File: src/rtl/exe_mem_skid_pkg.sv
// Shared types for the EXE/MEM pipeline boundary: exception codes, the registered
// entry layout and the skid-buffer state encoding.
package exe_mem_skid_pkg;

  localparam int unsigned DataW = 32;

  typedef enum logic [4:0] {
    ExcInt  = 5'h00,
    ExcAdEL = 5'h04,
    ExcAdES = 5'h05,
    ExcOv   = 5'h0C
  } exc_code_e;

  typedef struct packed {
    logic [DataW-1:0] alu_out;
    logic [DataW-1:0] pc;
    logic [DataW-1:0] store_data;
    logic [4:0]       dst;
    logic             reg_wr;
    logic             mem_rd;
    logic             mem_wr;
    logic             exc_valid;
    logic [4:0]       exc_code;
  } exe_mem_entry_t;

  typedef enum logic [1:0] {
    StEmpty = 2'd0,
    StOne   = 2'd1,
    StFull  = 2'd2
  } state_e;

endpackage

File: src/rtl/exe_mem_skid_if.sv
// EXE->MEM handshake bundle. The slave side is the skid buffer; Fwd_* exist only
// when MEM_FWD_EN is defined.
interface exe_mem_skid_if #(
  parameter int unsigned DATA_W = 32
);
  logic              EXE_Valid;
  logic              EXE_Ready;
  logic [DATA_W-1:0] EXE_ALUOut;
  logic              EXE_Overflow;
  logic [DATA_W-1:0] EXE_PC;
  logic [4:0]        EXE_Dst;
  logic              EXE_RegWr;
  logic              EXE_MemRd;
  logic              EXE_MemWr;
  logic [DATA_W-1:0] EXE_StoreData;
  logic              EXE_ExcValid;
  logic [4:0]        EXE_ExcCode;
  logic              MEM_Flush;
  logic              MEM_Ready;
  logic              MEM_Valid;
  logic [DATA_W-1:0] MEM_ALUOut;
  logic [DATA_W-1:0] MEM_PC;
  logic [DATA_W-1:0] MEM_StoreData;
  logic [4:0]        MEM_Dst;
  logic              MEM_RegWr;
  logic              MEM_MemRd;
  logic              MEM_MemWr;
  logic              MEM_ExcValid;
  logic [4:0]        MEM_ExcCode;
`ifdef MEM_FWD_EN
  logic              Fwd_Valid;
  logic [4:0]        Fwd_Dst;
  logic [DATA_W-1:0] Fwd_Data;
`endif

  modport slave (
    input  EXE_Valid, EXE_ALUOut, EXE_Overflow, EXE_PC, EXE_Dst, EXE_RegWr, EXE_MemRd,
           EXE_MemWr, EXE_StoreData, EXE_ExcValid, EXE_ExcCode, MEM_Flush, MEM_Ready,
    output EXE_Ready, MEM_Valid, MEM_ALUOut, MEM_PC, MEM_StoreData, MEM_Dst, MEM_RegWr,
           MEM_MemRd, MEM_MemWr, MEM_ExcValid, MEM_ExcCode
`ifdef MEM_FWD_EN
    , output Fwd_Valid, Fwd_Dst, Fwd_Data
`endif
  );

  modport master (
    output EXE_Valid, EXE_ALUOut, EXE_Overflow, EXE_PC, EXE_Dst, EXE_RegWr, EXE_MemRd,
           EXE_MemWr, EXE_StoreData, EXE_ExcValid, EXE_ExcCode, MEM_Flush, MEM_Ready,
    input  EXE_Ready, MEM_Valid, MEM_ALUOut, MEM_PC, MEM_StoreData, MEM_Dst, MEM_RegWr,
           MEM_MemRd, MEM_MemWr, MEM_ExcValid, MEM_ExcCode
`ifdef MEM_FWD_EN
    , input Fwd_Valid, Fwd_Dst, Fwd_Data
`endif
  );

endinterface

File: src/rtl/exe_mem_skid_exc_merge.sv
// Folds ALU overflow into the precise-exception fields and kills the side effects
// of any instruction that carries an exception.
module exe_mem_skid_exc_merge
  import exe_mem_skid_pkg::*;
#(
  parameter logic [4:0] EXC_OV = ExcOv
) (
  input  exe_mem_entry_t entry_i,
  input  logic           overflow_i,
  output exe_mem_entry_t entry_o
);

  always_comb begin
    entry_o = entry_i;
    // An older upstream exception keeps its code; overflow only matters otherwise.
    if (!entry_i.exc_valid && overflow_i) begin
      entry_o.exc_valid = 1'b1;
      entry_o.exc_code  = EXC_OV;
    end
    if (entry_o.exc_valid) begin
      entry_o.reg_wr = 1'b0;
      entry_o.mem_rd = 1'b0;
      entry_o.mem_wr = 1'b0;
    end
  end

endmodule

File: src/rtl/exe_mem_skid.sv
// EXE/MEM pipeline register with a 2-entry skid buffer; EXE_Ready is purely
// registered so a MEM stall never reaches EXE combinationally. Optional: MEM_FWD_EN.
module exe_mem_skid
  import exe_mem_skid_pkg::*;
#(
  parameter int unsigned DATA_W = 32,
  parameter logic [4:0]  EXC_OV = ExcOv
) (
  input logic           clk,
  input logic           resetn,
  exe_mem_skid_if.slave bus
);

  if (DATA_W != DataW) begin : g_width_check
    $error("DATA_W must match exe_mem_skid_pkg::DataW");
  end

  state_e         state_q, state_d;
  exe_mem_entry_t main_q, skid_q, in_entry, merged, mem_out;
  logic           exe_ready, mem_valid, in_fire, out_fire;
  logic           load_main_in, load_main_skid, load_skid;

  assign exe_ready = (state_q != StFull);
  assign mem_valid = (state_q != StEmpty);
  assign in_fire   = bus.EXE_Valid & exe_ready;
  assign out_fire  = mem_valid & bus.MEM_Ready;

  always_comb begin
    in_entry            = '0;
    in_entry.alu_out    = bus.EXE_ALUOut;
    in_entry.pc         = bus.EXE_PC;
    in_entry.store_data = bus.EXE_StoreData;
    in_entry.dst        = bus.EXE_Dst;
    in_entry.reg_wr     = bus.EXE_RegWr;
    in_entry.mem_rd     = bus.EXE_MemRd;
    in_entry.mem_wr     = bus.EXE_MemWr;
    in_entry.exc_valid  = bus.EXE_ExcValid;
    in_entry.exc_code   = bus.EXE_ExcCode;
  end

  // Gate overflow with valid so a garbage flag on an idle cycle cannot leak in.
  exe_mem_skid_exc_merge #(
    .EXC_OV (EXC_OV)
  ) u_exc_merge (
    .entry_i    (in_entry),
    .overflow_i (bus.EXE_Valid & bus.EXE_Overflow),
    .entry_o    (merged)
  );

  always_ff @(posedge clk or negedge resetn) begin
    if (!resetn) begin
      state_q <= StEmpty;
    end else begin
      state_q <= state_d;
    end
  end

  always_comb begin
    state_d = state_q;
    if (bus.MEM_Flush) begin
      state_d = StEmpty;
    end else begin
      unique case (state_q)
        StEmpty: if (in_fire) state_d = StOne;
        StOne: begin
          if (out_fire && !in_fire) state_d = StEmpty;
          else if (in_fire && !out_fire) state_d = StFull;
        end
        StFull:  if (out_fire) state_d = StOne;
        default: state_d = StEmpty;
      endcase
    end
  end

  always_comb begin
    load_main_in   = 1'b0;
    load_main_skid = 1'b0;
    load_skid      = 1'b0;
    if (!bus.MEM_Flush) begin
      unique case (state_q)
        StEmpty: load_main_in = in_fire;
        StOne: begin
          load_main_in = in_fire & out_fire;
          load_skid    = in_fire & ~out_fire;
        end
        StFull:  load_main_skid = out_fire;
        default: ;
      endcase
    end
  end

  always_ff @(posedge clk or negedge resetn) begin
    if (!resetn) begin
      main_q <= '0;
      skid_q <= '0;
    end else begin
      if (load_main_in) main_q <= merged;
      else if (load_main_skid) main_q <= skid_q;
      if (load_skid) skid_q <= merged;
    end
  end

  // Stale data stays in main_q after drain/flush, so zero the fields when invalid.
  assign mem_out = mem_valid ? main_q : '0;

  assign bus.EXE_Ready     = exe_ready;
  assign bus.MEM_Valid     = mem_valid;
  assign bus.MEM_ALUOut    = mem_out.alu_out;
  assign bus.MEM_PC        = mem_out.pc;
  assign bus.MEM_StoreData = mem_out.store_data;
  assign bus.MEM_Dst       = mem_out.dst;
  assign bus.MEM_RegWr     = mem_out.reg_wr;
  assign bus.MEM_MemRd     = mem_out.mem_rd;
  assign bus.MEM_MemWr     = mem_out.mem_wr;
  assign bus.MEM_ExcValid  = mem_out.exc_valid;
  assign bus.MEM_ExcCode   = mem_out.exc_code;

`ifdef MEM_FWD_EN
  assign bus.Fwd_Valid = mem_valid & mem_out.reg_wr & ~mem_out.mem_rd & (mem_out.dst != 5'd0);
  assign bus.Fwd_Dst   = mem_out.dst;
  assign bus.Fwd_Data  = mem_out.alu_out;
`endif

endmodule

File: src/flat_wrapper.sv
// flat-port wrapper written by rule: the top's interface ports become plain ports
module exe_mem_skid_flat import exe_mem_skid_pkg::*;
#(
  parameter int unsigned DATA_W = 32,
  parameter logic [4:0]  EXC_OV = ExcOv
)
  (clk, resetn, bus_EXE_Valid, bus_EXE_ALUOut, bus_EXE_Overflow, bus_EXE_PC, bus_EXE_Dst, bus_EXE_RegWr, bus_EXE_MemRd, bus_EXE_MemWr, bus_EXE_StoreData, bus_EXE_ExcValid, bus_EXE_ExcCode, bus_MEM_Flush, bus_MEM_Ready, bus_EXE_Ready, bus_MEM_Valid, bus_MEM_ALUOut, bus_MEM_PC, bus_MEM_StoreData, bus_MEM_Dst, bus_MEM_RegWr, bus_MEM_MemRd, bus_MEM_MemWr, bus_MEM_ExcValid, bus_MEM_ExcCode);
  exe_mem_skid_if #(.DATA_W(DATA_W)) bus_i ();
  input logic clk;
  input logic resetn;
  input wire logic [$bits(bus_i.EXE_Valid)-1:0] bus_EXE_Valid;
  input wire logic [$bits(bus_i.EXE_ALUOut)-1:0] bus_EXE_ALUOut;
  input wire logic [$bits(bus_i.EXE_Overflow)-1:0] bus_EXE_Overflow;
  input wire logic [$bits(bus_i.EXE_PC)-1:0] bus_EXE_PC;
  input wire logic [$bits(bus_i.EXE_Dst)-1:0] bus_EXE_Dst;
  input wire logic [$bits(bus_i.EXE_RegWr)-1:0] bus_EXE_RegWr;
  input wire logic [$bits(bus_i.EXE_MemRd)-1:0] bus_EXE_MemRd;
  input wire logic [$bits(bus_i.EXE_MemWr)-1:0] bus_EXE_MemWr;
  input wire logic [$bits(bus_i.EXE_StoreData)-1:0] bus_EXE_StoreData;
  input wire logic [$bits(bus_i.EXE_ExcValid)-1:0] bus_EXE_ExcValid;
  input wire logic [$bits(bus_i.EXE_ExcCode)-1:0] bus_EXE_ExcCode;
  input wire logic [$bits(bus_i.MEM_Flush)-1:0] bus_MEM_Flush;
  input wire logic [$bits(bus_i.MEM_Ready)-1:0] bus_MEM_Ready;
  output wire logic [$bits(bus_i.EXE_Ready)-1:0] bus_EXE_Ready;
  output wire logic [$bits(bus_i.MEM_Valid)-1:0] bus_MEM_Valid;
  output wire logic [$bits(bus_i.MEM_ALUOut)-1:0] bus_MEM_ALUOut;
  output wire logic [$bits(bus_i.MEM_PC)-1:0] bus_MEM_PC;
  output wire logic [$bits(bus_i.MEM_StoreData)-1:0] bus_MEM_StoreData;
  output wire logic [$bits(bus_i.MEM_Dst)-1:0] bus_MEM_Dst;
  output wire logic [$bits(bus_i.MEM_RegWr)-1:0] bus_MEM_RegWr;
  output wire logic [$bits(bus_i.MEM_MemRd)-1:0] bus_MEM_MemRd;
  output wire logic [$bits(bus_i.MEM_MemWr)-1:0] bus_MEM_MemWr;
  output wire logic [$bits(bus_i.MEM_ExcValid)-1:0] bus_MEM_ExcValid;
  output wire logic [$bits(bus_i.MEM_ExcCode)-1:0] bus_MEM_ExcCode;
  assign bus_i.EXE_Valid = bus_EXE_Valid;
  assign bus_i.EXE_ALUOut = bus_EXE_ALUOut;
  assign bus_i.EXE_Overflow = bus_EXE_Overflow;
  assign bus_i.EXE_PC = bus_EXE_PC;
  assign bus_i.EXE_Dst = bus_EXE_Dst;
  assign bus_i.EXE_RegWr = bus_EXE_RegWr;
  assign bus_i.EXE_MemRd = bus_EXE_MemRd;
  assign bus_i.EXE_MemWr = bus_EXE_MemWr;
  assign bus_i.EXE_StoreData = bus_EXE_StoreData;
  assign bus_i.EXE_ExcValid = bus_EXE_ExcValid;
  assign bus_i.EXE_ExcCode = bus_EXE_ExcCode;
  assign bus_i.MEM_Flush = bus_MEM_Flush;
  assign bus_i.MEM_Ready = bus_MEM_Ready;
  assign bus_EXE_Ready = bus_i.EXE_Ready;
  assign bus_MEM_Valid = bus_i.MEM_Valid;
  assign bus_MEM_ALUOut = bus_i.MEM_ALUOut;
  assign bus_MEM_PC = bus_i.MEM_PC;
  assign bus_MEM_StoreData = bus_i.MEM_StoreData;
  assign bus_MEM_Dst = bus_i.MEM_Dst;
  assign bus_MEM_RegWr = bus_i.MEM_RegWr;
  assign bus_MEM_MemRd = bus_i.MEM_MemRd;
  assign bus_MEM_MemWr = bus_i.MEM_MemWr;
  assign bus_MEM_ExcValid = bus_i.MEM_ExcValid;
  assign bus_MEM_ExcCode = bus_i.MEM_ExcCode;
  exe_mem_skid #(.DATA_W(DATA_W), .EXC_OV(EXC_OV)) u_core (.clk(clk), .resetn(resetn), .bus(bus_i));
endmodule
File: config.mk
export PLATFORM = sky130hd
export DESIGN_NAME = exe_mem_skid_flat
export DESIGN_NICKNAME = d
export VERILOG_FILES = /design/src/rtl/exe_mem_skid_pkg.sv /design/src/rtl/exe_mem_skid_if.sv /design/src/rtl/exe_mem_skid_exc_merge.sv /design/src/rtl/exe_mem_skid.sv /design/src/flat_wrapper.sv
export SDC_FILE = /design/constraint.sdc
export NUM_CORES = 1
export LEC_CHECK = 0
export ABC_AREA = 1
export CAP_MARGIN = 20
export CORE_MARGIN = 3
export CORE_UTILIZATION = 52
export CTS_CLUSTER_DIAMETER = 60
export CTS_CLUSTER_SIZE = 25
export DETAILED_ROUTE_END_ITERATION = 8
export PLACE_DENSITY = 0.81
export SLEW_MARGIN = 20
export SYNTH_ARGS = -nofsm -noshare
export SYNTH_HDL_FRONTEND = slang
export SYNTH_SLANG_ARGS = --single-unit
File: constraint.sdc
create_clock -name clk -period 1.8 [get_ports clk]
set_input_delay 0.36 -clock clk [delete_from_list [all_inputs] [get_ports clk]]
set_output_delay 0.36 -clock clk [all_outputs]
set_load 0.02 [all_outputs]
======== Word level (Yosys, flattened, before mapping) ========
Index checks and enable logic that the tools add are counted.
storage, ports and cells
  register bits after elaboration ......... 222
  logic and storage cells ................. 58
operators by class
  equal/unequal tests ..................... 6
  muxes and demuxes ....................... 17
  bitwise gates (word level) .............. 6
  reductions and logical operators ........ 10
operators by type and width
  kind                  count
  $mux W110             3
  $mux W2               5
  $mux W6               1
  $ne A3 B2 Y1 const B  2
  $pmux W2 S3           1
  $and A1 B1 Y1         5
  $mux W1               5
  $ne A4 B2 Y1 const B  1
  $reduce_bool A2 Y1    2
  $logic_and A1 B1 Y1   3
  $logic_not A1 Y1      3
  $mux W3               1
  $reduce_and A3 Y1     1
  $eq A2 B1 Y1 const B  1
  $eq A2 B2 Y1 const B  1
  $logic_not A2 Y1      1
  $ne A2 B2 Y1 const B  1
  $pmux W1 S2           1
  $not A1 Y1            1

======== Depth between registers and ports, before layout ========
  word-level depth ........................ 8
  gate-level depth with buffers ........... 9
  gate-level depth less buffers ........... 7

======== Cells and area by module ========
Synthesis repeated with hierarchy kept, for this count alone.
unflattened totals
  cells, all modules ...................... 1593
  area, all modules ....................... 11920.2 um^2
modules (own cells, without submodules)
  module                  instances  cells an instance  area an instance (um^2)
  exe_mem_skid            1          1472               11078.1
  exe_mem_skid_exc_merge  1          121                842.1

======== Worst setup path before layout ========
Ideal clock, no wire load.
  path kind ............................... reg2out
  from .................................... register u_core.state_q[1]
  to ...................................... output port bus_MEM_ALUOut[0]
  arrival time ............................ 1.356 ns
  required time ........................... 1.440 ns
  slack ................................... 0.084 ns
  cell stages (with the launch flop) ...... 7
  buffers on the path ..................... 2
  cell sequence ........................... dfrtp_1 -> inv_2 -> nand2_1 -> inv_1 -> clkbuf_1 -> buf_2 -> nor2_1
between the ends
  longest elaborated chain between the ends .. 2
ends and longest elaborated chain
  what                    line                 source
  from (decl)             exe_mem_skid.sv:18   state_e state_q, state_d;
  from (signal assigned)  exe_mem_skid.sv:52   state_q <= StEmpty;
  from (signal assigned)  exe_mem_skid.sv:54   state_q <= state_d;
  $reduce_bool A2 Y1      exe_mem_skid.sv:24   assign mem_valid = (state_q != StEmpty);
  net bus_MEM_Valid       flat_wrapper.sv:25   output wire logic [$bits(bus_i.MEM_Valid)-1:0] bus_MEM_Valid;
  $mux W110               exe_mem_skid.sv:104  assign mem_out = mem_valid ? main_q : '0;
  to (decl)               flat_wrapper.sv:26   output wire logic [$bits(bus_i.MEM_ALUOut)-1:0] bus_MEM_ALUOut;
The timed path passes the listed nets, and every way through them passes these cells.

======== Worst setup path in the final report ========
  from .................................... register u_core.state_q[0]
  to ...................................... output port bus_MEM_PC[15]
between the ends
  longest elaborated chain between the ends .. 2
ends and longest elaborated chain
  what                line                 source
  $reduce_bool A2 Y1  exe_mem_skid.sv:24
  $mux W110           exe_mem_skid.sv:104
  to (decl)           flat_wrapper.sv:27   output wire logic [$bits(bus_i.MEM_PC)-1:0] bus_MEM_PC;
Every way passes these cells.

==> impl_metrics.json <==
{
  "syn_to_final_growth_pct": 28.6,
  "finalCriticalPeriod_ns": 1.92,
  "layout-drive-gt1-share_pct": 12.8,
  "regToRegSetupSlack_ns": 0.11,
  "worst_pin_slew_ns": 0.468,
  "failed_checks": "setup timing",
  "cap_violations": 0,
  "rr_startpoint": "u_core.state_q[1]",
  "post_synth_instance_area_um2": 11300,
  "drc": 0,
  "routed_wl_um": 31500,
  "die_h_um": 154,
  "tritoncts": "built",
  "finish.instance_area_um2": 14600,
  "worst-path-max-fanout": 32,
  "power_frac_comb_pct": 36.7,
  "cts-htree-levels": 1,
  "clock_sinks": 222,
  "swShare_pct": 37.3,
  "period_share_pct": 107,
  "detailedRoute.firstPassIterationCount": 5,
  "power_report.internal_total_uw": 12300,
  "die_footprint_um2": 23600,
  "detailedPlacementHpwl_um": 20300,
  "max_freq_ghz": 0.521,
  "detailedPlace.worstSlack_ns": -0.279,
  "final_hold_viol_count": 0,
  "synthesis.yosys.warnings": 0,
  "clock_tree.buffer_depth": 3,
  "setup.worst_path.end_class": "output port",
  "worst-setup-path-type": "reg -> out",
  "avgRoutedWirePerCell_um": 15.3,
  "rows": 53,
  "worstPathArrival_ns": 1.56,
  "grt_overflow": 0,
  "run_status": "finished, violations left",
  "first_pass_grt_wire_length_um": 51000,
  "synth.ff_latch_count": 222,
  "yosys.area.top_type": "sky130_fd_sc_hd__dfrtp_1",
  "power_density_nw_per_um2": 1340,
  "floorplan.initialDensity_pct": 53.4,
  "whs_path_depth": 4,
  "final.setup_skew_ns": 0.0114,
  "worst_hold_endpoint": "u_core.state_q[0]",
  "synth.lib_cells_used.distinct": 20,
  "static-leakage-power_uw": 0.00808,
  "irDropWorstVdd_mv": 0.615,
  "critical_path.startpoint_type": "register",
  "first_global_vias": 10300,
  "synth.yosys.seq_area_share_pct": 49.0,
  "cts_root_buf": "sky130_fd_sc_hd__clkbuf_16",
  "clk-insertion-delay-late_ns": 0.49,
  "hp-start": "bus_EXE_Valid",
  "setup_viol_count_final": 109,
  "io_pins": 228,
  "groute.usage.overall_pct": 25.6,
  "largest_net_degree_at_the_start_of_global_routing": 82,
  "syn_inst": 1567,
  "dpl-instance-area_um2": 14100,
  "postSynthNetCount": 1683,
  "worstPathCellList": "inv_2 -> nand2_4 -> inv_8 -> buf_16 -> nor2_1 -> buf_4",
  "numCtsBuffers": 16,
  "timing_max_transition_violations_final": 0,
  "rr_worst_depth": 9,
  "grt_antenna_before_repair": 2,
  "power.sequential.fraction_pct": 43.0,
  "max_slew_margin_pct": 68.8,
  "die-width_um": 154,
  "layout.cells.most_common_list": "sky130_fd_sc_hd__nand2_1 (459), sky130_fd_sc_hd__inv_1 (325), sky130_fd_sc_hd__dfrtp_1 (222)",
  "design.final.nets": 1883,
  "setup_slack_ns": -0.120,
  "avgViaCountPerCell": 5.19,
  "switching_power_uw": 7320,
  "core_area_um2": 21200,
  "critical_path.slowest_cell": "sky130_fd_sc_hd__dfrtp_1",
  "critical_path.reg2reg.endpoint": "u_core.main_q[22]",
  "fin_total_pwr_uw": 19600,
  "ys_top_cells_by_area": "sky130_fd_sc_hd__dfrtp_1 (49%), sky130_fd_sc_hd__nand2_1 (15%), sky130_fd_sc_hd__inv_1 (11%), sky130_fd_sc_hd__nand4_1 (5.5%), sky130_fd_sc_hd__nand3_1 (4.8%)",
  "syn-mean-instance-area_um2": 7.23,
  "synth.top_cell.area_share_pct": 49.0,
  "first_iter_violations": 750,
  "min_path_type": "in -> reg",
  "layout_commonest_cell": "sky130_fd_sc_hd__nand2_1",
  "drt.antenna.violating_nets": 0,
  "place_congestion": 0.806,
  "n_fill_cell": 1765,
  "max_stage_delay_on_crit_path_ns": 0.39,
  "buffer_ports.inserted": 227,
  "dr_total_vias": 10700,
  "clockPowerShare_pct": 20.2,
  "worst-endpoint-required_ns": 1.44,
  "rsz0062_at_grt": "true",
  "cts.reportedPaths.clkPinSlew_ns": 0.08
}
-- through the flow --
stage / instances / hold slack [ns] / TNS, ns / utilization, %
after CTS: 2050 / 0.281 / -11.60 / 68.2
after detailed placement: 2020 / 0.260 / -53.95 / 66.5
after global routing: 2053 / 0.333 / -18.69 / 68.7
after global placement: 2020 / 0.263 / -41.34 / 66.5
final: 2053 / 0.302 / -10.75 / 68.7
after floorplan: 1567 / 0.0644 / 0 / -
-- power groups by stage --
stage               combinational [uW]  clock (uW)  sequential (uW)
global placement                  6960           0             8350
detailed placement                7210           0             8440
CTS                               7150        4030             8380
finish                            7200        3970             8430
floorplan                         4720           0             8130
global route                      8150        4220             8670
-- synthesized netlist by cell type --
master and instances:
sky130_fd_sc_hd__nand2_1 464, sky130_fd_sc_hd__inv_1 327, sky130_fd_sc_hd__dfrtp_1 222, sky130_fd_sc_hd__nor2_1 116, sky130_fd_sc_hd__nand3_1 109, sky130_fd_sc_hd__nand4_1 100
sky130_fd_sc_hd__o21ai_1 100, sky130_fd_sc_hd__buf_2 67, sky130_fd_sc_hd__buf_4 19, sky130_fd_sc_hd__o21ai_0 16, sky130_fd_sc_hd__clkbuf_1 11, sky130_fd_sc_hd__buf_1 4
sky130_fd_sc_hd__nand3_2 3, sky130_fd_sc_hd__buf_6 2, sky130_fd_sc_hd__inv_2 2, sky130_fd_sc_hd__a21oi_1 1, sky130_fd_sc_hd__clkbuf_2 1, sky130_fd_sc_hd__nand2_2 1
sky130_fd_sc_hd__nand3b_1 1, sky130_fd_sc_hd__nor2_2 1
-- registers in the layout, summed over array words and instances, names as in the netlist --
| register | count |
|---|---|
| u_core.main_q | 110 |
| u_core.skid_q | 110 |
| u_core.state_q | 2 |
-- cell type report --
class | instances | area, um^2 | share of cell area [%]
multi-input cells | 912 | 4080 | 28.0
repair buffers | 286 | 2780 | 19.1
diodes | 1 | 2.50 | 0.0172
flip-flops and latches | 222 | 5560 | 38.1
inverters | 329 | 1250 | 8.57
clock buffers | 18 | 439 | 3.01
well taps | 275 | 344 | 2.36
clock inverters | 10 | 126 | 0.867
-- how the worst max path moves through the flow --
stage / start / end / slack [ns] / depth (start not counted)
finish: u_core.state_q[0] / bus_MEM_PC[15] / -0.12 / 6
global route: u_core.state_q[0] / bus_MEM_ALUOut[0] / -0.20 / 6
CTS: u_core.state_q[1] / bus_MEM_ALUOut[21] / -0.14 / 6
detailed placement: bus_MEM_Flush / u_core.main_q[94] / -0.28 / 9
global placement: bus_MEM_Flush / u_core.main_q[103] / -0.22 / 9
floorplan: u_core.state_q[1] / bus_MEM_ALUOut[0] / 0.08 / 6
-- worst max-delay path: cells and delay by family, from the launching register on --
kind          cells  cell delay (ns)
flops             1             0.39
simple gates      2             0.14
buf+inv           4             0.54
-- what timing repair did --
action	CTS	global route
resized for setup	544	18
endpoints found under the setup margin	111	142
hold buffers	1	0
hold endpoints to repair	31	0
pin swaps	0	3
gates cloned	0	2
setup buffers	1	1
-- layer usage --
layer	GRT usage [%]	wire length, um	part of all wire, %
met1	35.2	13300	42
met2	41.9	15000	48
met3	4.00	2330	7.4
met4	8.83	881	2.8
met5	0	13	0.041
-- logic make-up (layout without fill, tap and decap cells) --
group,count (synthesis),count (layout),synth area share [%]
AOI/OAI and AO/OA,117,117,5.17
DFF,222,222,49.0
other,0,1,0
and+or+nand+nor,795,795,30.0
buffers and inverters,433,643,15.8
Power figures use the tool's default switching activity.
